## src/rtl/prog_loader_pkg.sv

```systemverilog
// Shared definitions for the byte-stream program loader: FSM states,
// stream framing constants and the header length check.
package prog_loader_pkg;

    localparam int DATA_W         = 32;
    localparam int BYTES_PER_WORD = 4;
    localparam int LEN_W          = 16;

    typedef enum logic [2:0] {
        IDLE,
        LEN_HI,
        LEN_LO,
        DATA,
        WRITE,
        DONE,
        ERR
    } state_t;

    // One extra bit so that a full-depth RAM (2**16 words) is still representable.
    function automatic logic len_exceeds(input logic [LEN_W-1:0] len, input int addr_w);
        logic [LEN_W:0] depth;
        depth = (LEN_W+1)'(1) << addr_w;
        return {1'b0, len} > depth;
    endfunction

endpackage

```

## src/rtl/prog_loader_if.sv

```systemverilog
// Byte stream in and RAM write port out; the loader uses the slave view,
// the byte source and RAM side use the master view.
interface prog_loader_if
    import prog_loader_pkg::*;
#(
    parameter int ADDR_W = 8
) ();

    logic              byte_valid;
    logic [7:0]        byte_data;
    logic              byte_ready;
    logic              mem_we;
    logic [ADDR_W-1:0] mem_addr;
    logic [DATA_W-1:0] mem_wdata;

    modport master (
        output byte_valid,
        output byte_data,
        input  byte_ready,
        input  mem_we,
        input  mem_addr,
        input  mem_wdata
    );

    modport slave (
        input  byte_valid,
        input  byte_data,
        output byte_ready,
        output mem_we,
        output mem_addr,
        output mem_wdata
    );

endinterface

```

## src/rtl/prog_loader_byte_packer.sv

```systemverilog
// Assembles four stream bytes into a 32-bit word, first byte landing in the MSBs.
module prog_loader_byte_packer
    import prog_loader_pkg::*;
(
    input  logic              clk,
    input  logic              rst,
    input  logic              clear_i,
    input  logic              shift_i,
    input  logic [7:0]        byte_i,
    output logic [DATA_W-1:0] word_o,
    output logic              last_o,
    output logic              word_full_o
);

    logic [1:0]        cnt_q;
    logic [DATA_W-1:0] word_q;
    logic              full_q;

    always_ff @(posedge clk or posedge rst) begin
        if (rst) begin
            cnt_q  <= '0;
            word_q <= '0;
            full_q <= 1'b0;
        end else if (clear_i) begin
            cnt_q  <= '0;
            full_q <= 1'b0;
        end else if (shift_i) begin
            word_q <= {word_q[DATA_W-9:0], byte_i};
            cnt_q  <= cnt_q + 2'd1;
            full_q <= last_o;
        end
    end

    assign last_o      = (cnt_q == 2'(BYTES_PER_WORD - 1));
    assign word_o      = word_q;
    assign word_full_o = full_q;

endmodule

```

## src/rtl/prog_loader.sv

```systemverilog
// Fills the CPU's RAM from a length-prefixed byte stream, then releases
// the CPU from reset once every word has been written.
module prog_loader
    import prog_loader_pkg::*;
#(
    parameter int ADDR_W = 8
) (
    input  logic          clk,
    input  logic          rst,
    input  logic          start,
    prog_loader_if.slave  bus,
    output logic          cpu_rst_n,
    output logic          busy,
    output logic          done,
    output logic          err
);

    state_t            state_q, state_d;
    logic [LEN_W-1:0]  len_q, len_d;
    logic [LEN_W-1:0]  idx_q, idx_d;
    logic [ADDR_W-1:0] addr_q, addr_d;
    logic [DATA_W-1:0] wdata_q, wdata_d;

    logic              xfer;
    logic [LEN_W-1:0]  full_len;
    logic              pk_clear;
    logic              pk_shift;
    logic              pk_last;
    logic              pk_full;
    logic [DATA_W-1:0] pk_word;

    prog_loader_byte_packer u_packer (
        .clk         (clk),
        .rst         (rst),
        .clear_i     (pk_clear),
        .shift_i     (pk_shift),
        .byte_i      (bus.byte_data),
        .word_o      (pk_word),
        .last_o      (pk_last),
        .word_full_o (pk_full)
    );

    assign xfer     = bus.byte_valid && bus.byte_ready;
    assign full_len = {len_q[LEN_W-1:8], bus.byte_data};

    always_ff @(posedge clk or posedge rst) begin
        if (rst) begin
            state_q <= IDLE;
            len_q   <= '0;
            idx_q   <= '0;
            addr_q  <= '0;
            wdata_q <= '0;
        end else begin
            state_q <= state_d;
            len_q   <= len_d;
            idx_q   <= idx_d;
            addr_q  <= addr_d;
            wdata_q <= wdata_d;
        end
    end

    always_comb begin
        state_d        = state_q;
        len_d          = len_q;
        idx_d          = idx_q;
        addr_d         = addr_q;
        wdata_d        = wdata_q;
        pk_clear       = 1'b0;
        pk_shift       = 1'b0;
        bus.byte_ready = 1'b0;
        bus.mem_we     = 1'b0;

        case (state_q)
            IDLE: begin
                if (start) state_d = LEN_HI;
            end
            LEN_HI: begin
                bus.byte_ready = 1'b1;
                if (xfer) begin
                    len_d   = {bus.byte_data, len_q[7:0]};
                    state_d = LEN_LO;
                end
            end
            LEN_LO: begin
                bus.byte_ready = 1'b1;
                if (xfer) begin
                    len_d = full_len;
                    if (full_len == '0) begin
                        state_d = DONE;
                    end else if (len_exceeds(full_len, ADDR_W)) begin
                        state_d = ERR;
                    end else begin
                        idx_d    = '0;
                        pk_clear = 1'b1;
                        state_d  = DATA;
                    end
                end
            end
            DATA: begin
                bus.byte_ready = 1'b1;
                if (xfer) begin
                    pk_shift = 1'b1;
                    if (pk_last) state_d = WRITE;
                end
            end
            WRITE: begin
                bus.mem_we = 1'b1;
                addr_d     = idx_q[ADDR_W-1:0];
                wdata_d    = pk_word;
                pk_clear   = 1'b1;
                // The index never wraps: a full-depth load ends on the last address.
                if ({1'b0, idx_q} == ({1'b0, len_q} - (LEN_W+1)'(1))) begin
                    state_d = DONE;
                end else begin
                    idx_d   = idx_q + 1'b1;
                    state_d = DATA;
                end
            end
            DONE: begin
                if (start) state_d = LEN_HI;
            end
            ERR: begin
                if (start) state_d = LEN_HI;
            end
            default: state_d = IDLE;
        endcase
    end

    // Address and data are live during WRITE and otherwise hold the last written word.
    assign bus.mem_addr  = (state_q == WRITE) ? idx_q[ADDR_W-1:0] : addr_q;
    assign bus.mem_wdata = pk_full ? pk_word : wdata_q;

    assign busy      = (state_q == LEN_HI) || (state_q == LEN_LO) ||
                       (state_q == DATA)   || (state_q == WRITE);
    assign done      = (state_q == DONE);
    assign err       = (state_q == ERR);
    assign cpu_rst_n = (state_q == DONE);

endmodule

```

## src/flat_wrapper.sv

```systemverilog
// flat-port wrapper written by rule: the top's interface ports become plain ports
module prog_loader_flat import prog_loader_pkg::*;
#(
    parameter int ADDR_W = 8
)
  (clk, rst, start, cpu_rst_n, busy, done, err, bus_byte_valid, bus_byte_data, bus_byte_ready, bus_mem_we, bus_mem_addr, bus_mem_wdata);
  prog_loader_if #(.ADDR_W(ADDR_W)) bus_i ();
  input  logic clk;
  input  logic rst;
  input  logic start;
  output logic cpu_rst_n;
  output logic busy;
  output logic done;
  output logic err;
  input wire logic [$bits(bus_i.byte_valid)-1:0] bus_byte_valid;
  input wire logic [$bits(bus_i.byte_data)-1:0] bus_byte_data;
  output wire logic [$bits(bus_i.byte_ready)-1:0] bus_byte_ready;
  output wire logic [$bits(bus_i.mem_we)-1:0] bus_mem_we;
  output wire logic [$bits(bus_i.mem_addr)-1:0] bus_mem_addr;
  output wire logic [$bits(bus_i.mem_wdata)-1:0] bus_mem_wdata;
  assign bus_i.byte_valid = bus_byte_valid;
  assign bus_i.byte_data = bus_byte_data;
  assign bus_byte_ready = bus_i.byte_ready;
  assign bus_mem_we = bus_i.mem_we;
  assign bus_mem_addr = bus_i.mem_addr;
  assign bus_mem_wdata = bus_i.mem_wdata;
  prog_loader #(.ADDR_W(ADDR_W)) u_core (.clk(clk), .rst(rst), .start(start), .bus(bus_i), .cpu_rst_n(cpu_rst_n), .busy(busy), .done(done), .err(err));
endmodule
```

## config.mk

```make
export PLATFORM = sky130hd
export DESIGN_NAME = prog_loader_flat
export DESIGN_NICKNAME = d
export VERILOG_FILES = /design/src/rtl/prog_loader_pkg.sv /design/src/rtl/prog_loader_if.sv /design/src/rtl/prog_loader_byte_packer.sv /design/src/rtl/prog_loader.sv /design/src/flat_wrapper.sv
export SDC_FILE = /design/constraint.sdc
export NUM_CORES = 1
export LEC_CHECK = 0
export BUFFER_PORTS_ARGS = -buffer_cell sky130_fd_sc_hd__clkbuf_2
export CAP_MARGIN = 20
export CELL_PAD_IN_SITES_DETAIL_PLACEMENT = 0
export CELL_PAD_IN_SITES_GLOBAL_PLACEMENT = 1
export CORE_UTILIZATION = 35
export CTS_CLUSTER_DIAMETER = 100
export CTS_CLUSTER_SIZE = 8
export DETAILED_ROUTE_END_ITERATION = 16
export HOLD_SLACK_MARGIN = 0.02
export MAX_ROUTING_LAYER = met4
export PLACE_DENSITY_LB_ADDON = 0.1
export SYNTH_ARGS = -nofsm -noshare
export SYNTH_HDL_FRONTEND = slang
export SYNTH_HIERARCHICAL = 1
export SYNTH_SLANG_ARGS = --single-unit
export TNS_END_PERCENT = 20
```

## constraint.sdc

```tcl
create_clock -name clk -period 8.6 [get_ports clk]
set_input_delay 0.86 -clock clk [delete_from_list [all_inputs] [get_ports clk]]
set_output_delay 0.86 -clock clk [all_outputs]
set_load 0.02 [all_outputs]
```

==> metrics.cfg <==
[run_status]
status=finished clean

[grt]
grt_max_degree=53
grt_pass1_vias=4018
track_usage=0.182
grt_pass1_wl_um=22300
antenna_found_initial=0
overflow=0

[floorplanning]
die-width_um=129
core_area_um2=15900
ios=58
start_util=0.358
dieHeight_um=129
die_area_um2=16800
rows=46

[hold_path]
hold_path.class=reg -> reg
whs_endpoint=u_core/wdata_q[28]$_DFFE_PP0P_
hold_start=u_core/wdata_q[28]$_DFFE_PP0P_
whs_path_depth=2

[power_and_ir_drop]
intPower_mw=1.50
power.density_nw_per_um2=398
power.total_mw=2.55
switching_share=0.410
cellLeakagePower_nw=3.04
switching_power_mw=1.05
vdd_drop_max_mv=0.157
pwr-share-clk=0.165
p_comb_frac=0.432
power_frac_seq=0.403

[sta]
worst_slew_pin_slew_ns=1.13
finalSetupViolCount=0
slew_violations=0
worst_slack_ns=4.88
fin_setup_tns_ns=0
fin_crit_ns=3.72
relSlewSlack=0.248
finClkSkew_ns=0.00800
post-route-period-util=0.433
hold_violations=0
rsz0062_at_grt=false
max_freq_mhz=269

[setup_path]
r2r.worst_path.cells=7
critPathMaxFanout=32
r2r_end=u_core/u_packer/word_o[0]$_DFFE_PP0P_
path_class=in -> reg
r2r_slack_ns=4.93
worstPathRequired_ns=8.85
cp-end-kind=flip-flop
regToRegStartpoint=u_core/state_q[2]$_DFFE_PP0P_
arrival_ns=3.97
critPathLaunchType=input port

[logic_synthesis]
synth_area_um2=5690
yosysWarnings=6
yosys.area_share.simple=0.182
synth.distinct_cells=51
synth-xor-area-share=0.0339
synth_area_leader_cell=dfrtp_1
synthCells=551
synth_top_family_by_area=simple AND/OR/NAND/NOR gates
syn_avg_cell_area_um2=10.3
ys_seq_area_frac=0.484
synth_fa_ha_area_frac=0.00660
synth.area.top_cells=dfrtp_1, nand2_1, mux2_2
synth_ff_type=dfrtp_1
synth_compound_area_frac=0.0719
synth_top_cell_area_share=0.484
synthMuxAreaShare=0.181
async_reset_ff_frac=1.00
yosys-top-cells-count=nand2_1, dfrtp_1, mux2_2, mux2_4
ys_ff_latch=110
synth_edf_count=0
synth_most_common_cell=nand2_1
syn_nets=566

[place]
gp_congestion=0.824
io_buffers=57
place_hpwl_um=9300
place_ws_ns=4.51

[routing]
first_iter_violations=315
vias=4062
remaining_drc_errors=0
wl_per_cell_um=16.5
drt-vias-per-instance=4.99
ant_nets=0
drt-total-wl_um=13400
dr.pass1.iters=4

[cells_and_area]
antenna_cells=0
drive_above_1_share=0.269
syn_to_final_growth_pct=12.7
fin_nets=609
fillers=1636

[cts]
clock_path_buffers=2
clkTransAtPathRegs_ns=0.08
cts_buffers=9
postCtsSetupBuffers=0
ctsHoldBuffers=0
cts_resized=0
clk_latency_ns=0.36
cts_root_buf=clkbuf_16
numClockSinks=110
htreeDepth=3
cts_tree=yes

[job]
drv_cap=0

-- cells in the final DEF (no fill, tap or decap), drive strengths merged, types with 3 or more instances in the layout --
cell type / instances
xor2: 7
xnor2: 15
o31ai: 5
nor2: 20
nand2: 142
nor4: 5
mux2i: 5
nor3: 5
o211ai: 10
nand2b: 3
mux2: 77
or3: 9
inv: 11
dfrtp: 110
buf: 8
a211oi: 4
and3: 8
nor2b: 4
o21ai: 18
nand3: 7
ha: 3
nand4: 3
a21oi: 16
or4: 9
clkbuf: 68
-- final cells by class --
class | count | area (µm²) | area share
sequential | 110 | 2750 | 0.429
multi-input combinational | 398 | 2720 | 0.424
timing repair buffer | 65 | 345 | 0.0539
tap | 216 | 270 | 0.0422
clock buffer | 11 | 233 | 0.0363
clock inverter | 4 | 55.1 | 0.00859
inverter | 10 | 37.5 | 0.00586
-- per-layer routing --
layer / track usage / part of all wire
met3: 0.0215 / 0.026
met4: 0.0657 / 0.016
met5: - / 0
met2: 0.265 / 0.43
met1: 0.261 / 0.52
-- worst max-delay path: stages --
cell and delay (ns):
clkbuf_2 0.10, nor2b_1 0.20, nand2_1 0.09, nor2_1 0.70, nand2_1 0.43, nand2_1 0.25
nand2b_2 0.89, mux2_2 0.42
-- worst max path at each step --
stage	from	to	slack (ns)	depth (start not counted)
final	bus_byte_valid	u_core/u_packer/word_o[0]$_DFFE_PP0P_	4.88	8
after global routing	bus_byte_valid	u_core/u_packer/word_o[0]$_DFFE_PP0P_	4.58	8
after detailed placement	bus_byte_valid	u_core/u_packer/word_o[0]$_DFFE_PP0P_	4.51	8
after CTS	bus_byte_valid	u_core/u_packer/word_o[0]$_DFFE_PP0P_	4.89	8
after floorplan	u_core/len_q[0]$_DFFE_PP0P_	u_core/state_q[1]$_DFFE_PP0P_	5.80	9
after global placement	bus_byte_valid	u_core/u_packer/word_o[0]$_DFFE_PP0P_	4.56	8
-- power groups by stage --
stage / logic, mW / clock network (mW) / registers (mW)
3_5_place_dp: 1.11 / 0 / 1.04
2_1_floorplan: 0.929 / 0 / 0.908
4_1_cts: 1.12 / 0.434 / 1.03
6_report: 1.10 / 0.422 / 1.03
5_1_grt: 1.22 / 0.454 / 1.07
3_3_place_gp: 1.09 / 0 / 1.03
-- registers in the layout (all words and copies together), names as in the netlist --
register,count
u_core/addr_q,8
u_core/idx_q,16
u_core/len_q,16
u_core/state_q,3
u_core/u_packer/cnt_q,2
u_core/u_packer/word_full_o,1
u_core/u_packer/word_o,32
u_core/wdata_q,32
-- cells by family (layout without fill, tap and decap cells) --
logic type | after synthesis | after routing
simple gates | 226 | 226
flops | 110 | 110
buf+inv | 43 | 90
fa+ha+maj | 3 | 3
xor+xnor | 22 | 22
compound gates | 65 | 65
mux | 82 | 82
-- stage by stage --
stage / hold WS [ns] / util / cell area, µm² / instances
after floorplan: 0.442 / - / 5690 / 551
after global placement: 0.452 / 0.385 / 6120 / 799
after detailed placement: 0.458 / 0.385 / 6120 / 799
after CTS: 0.477 / 0.404 / 6410 / 814
after global routing: 0.490 / 0.404 / 6410 / 814
final: 0.471 / 0.404 / 6410 / 814
Power figures use the tool's default switching activity.
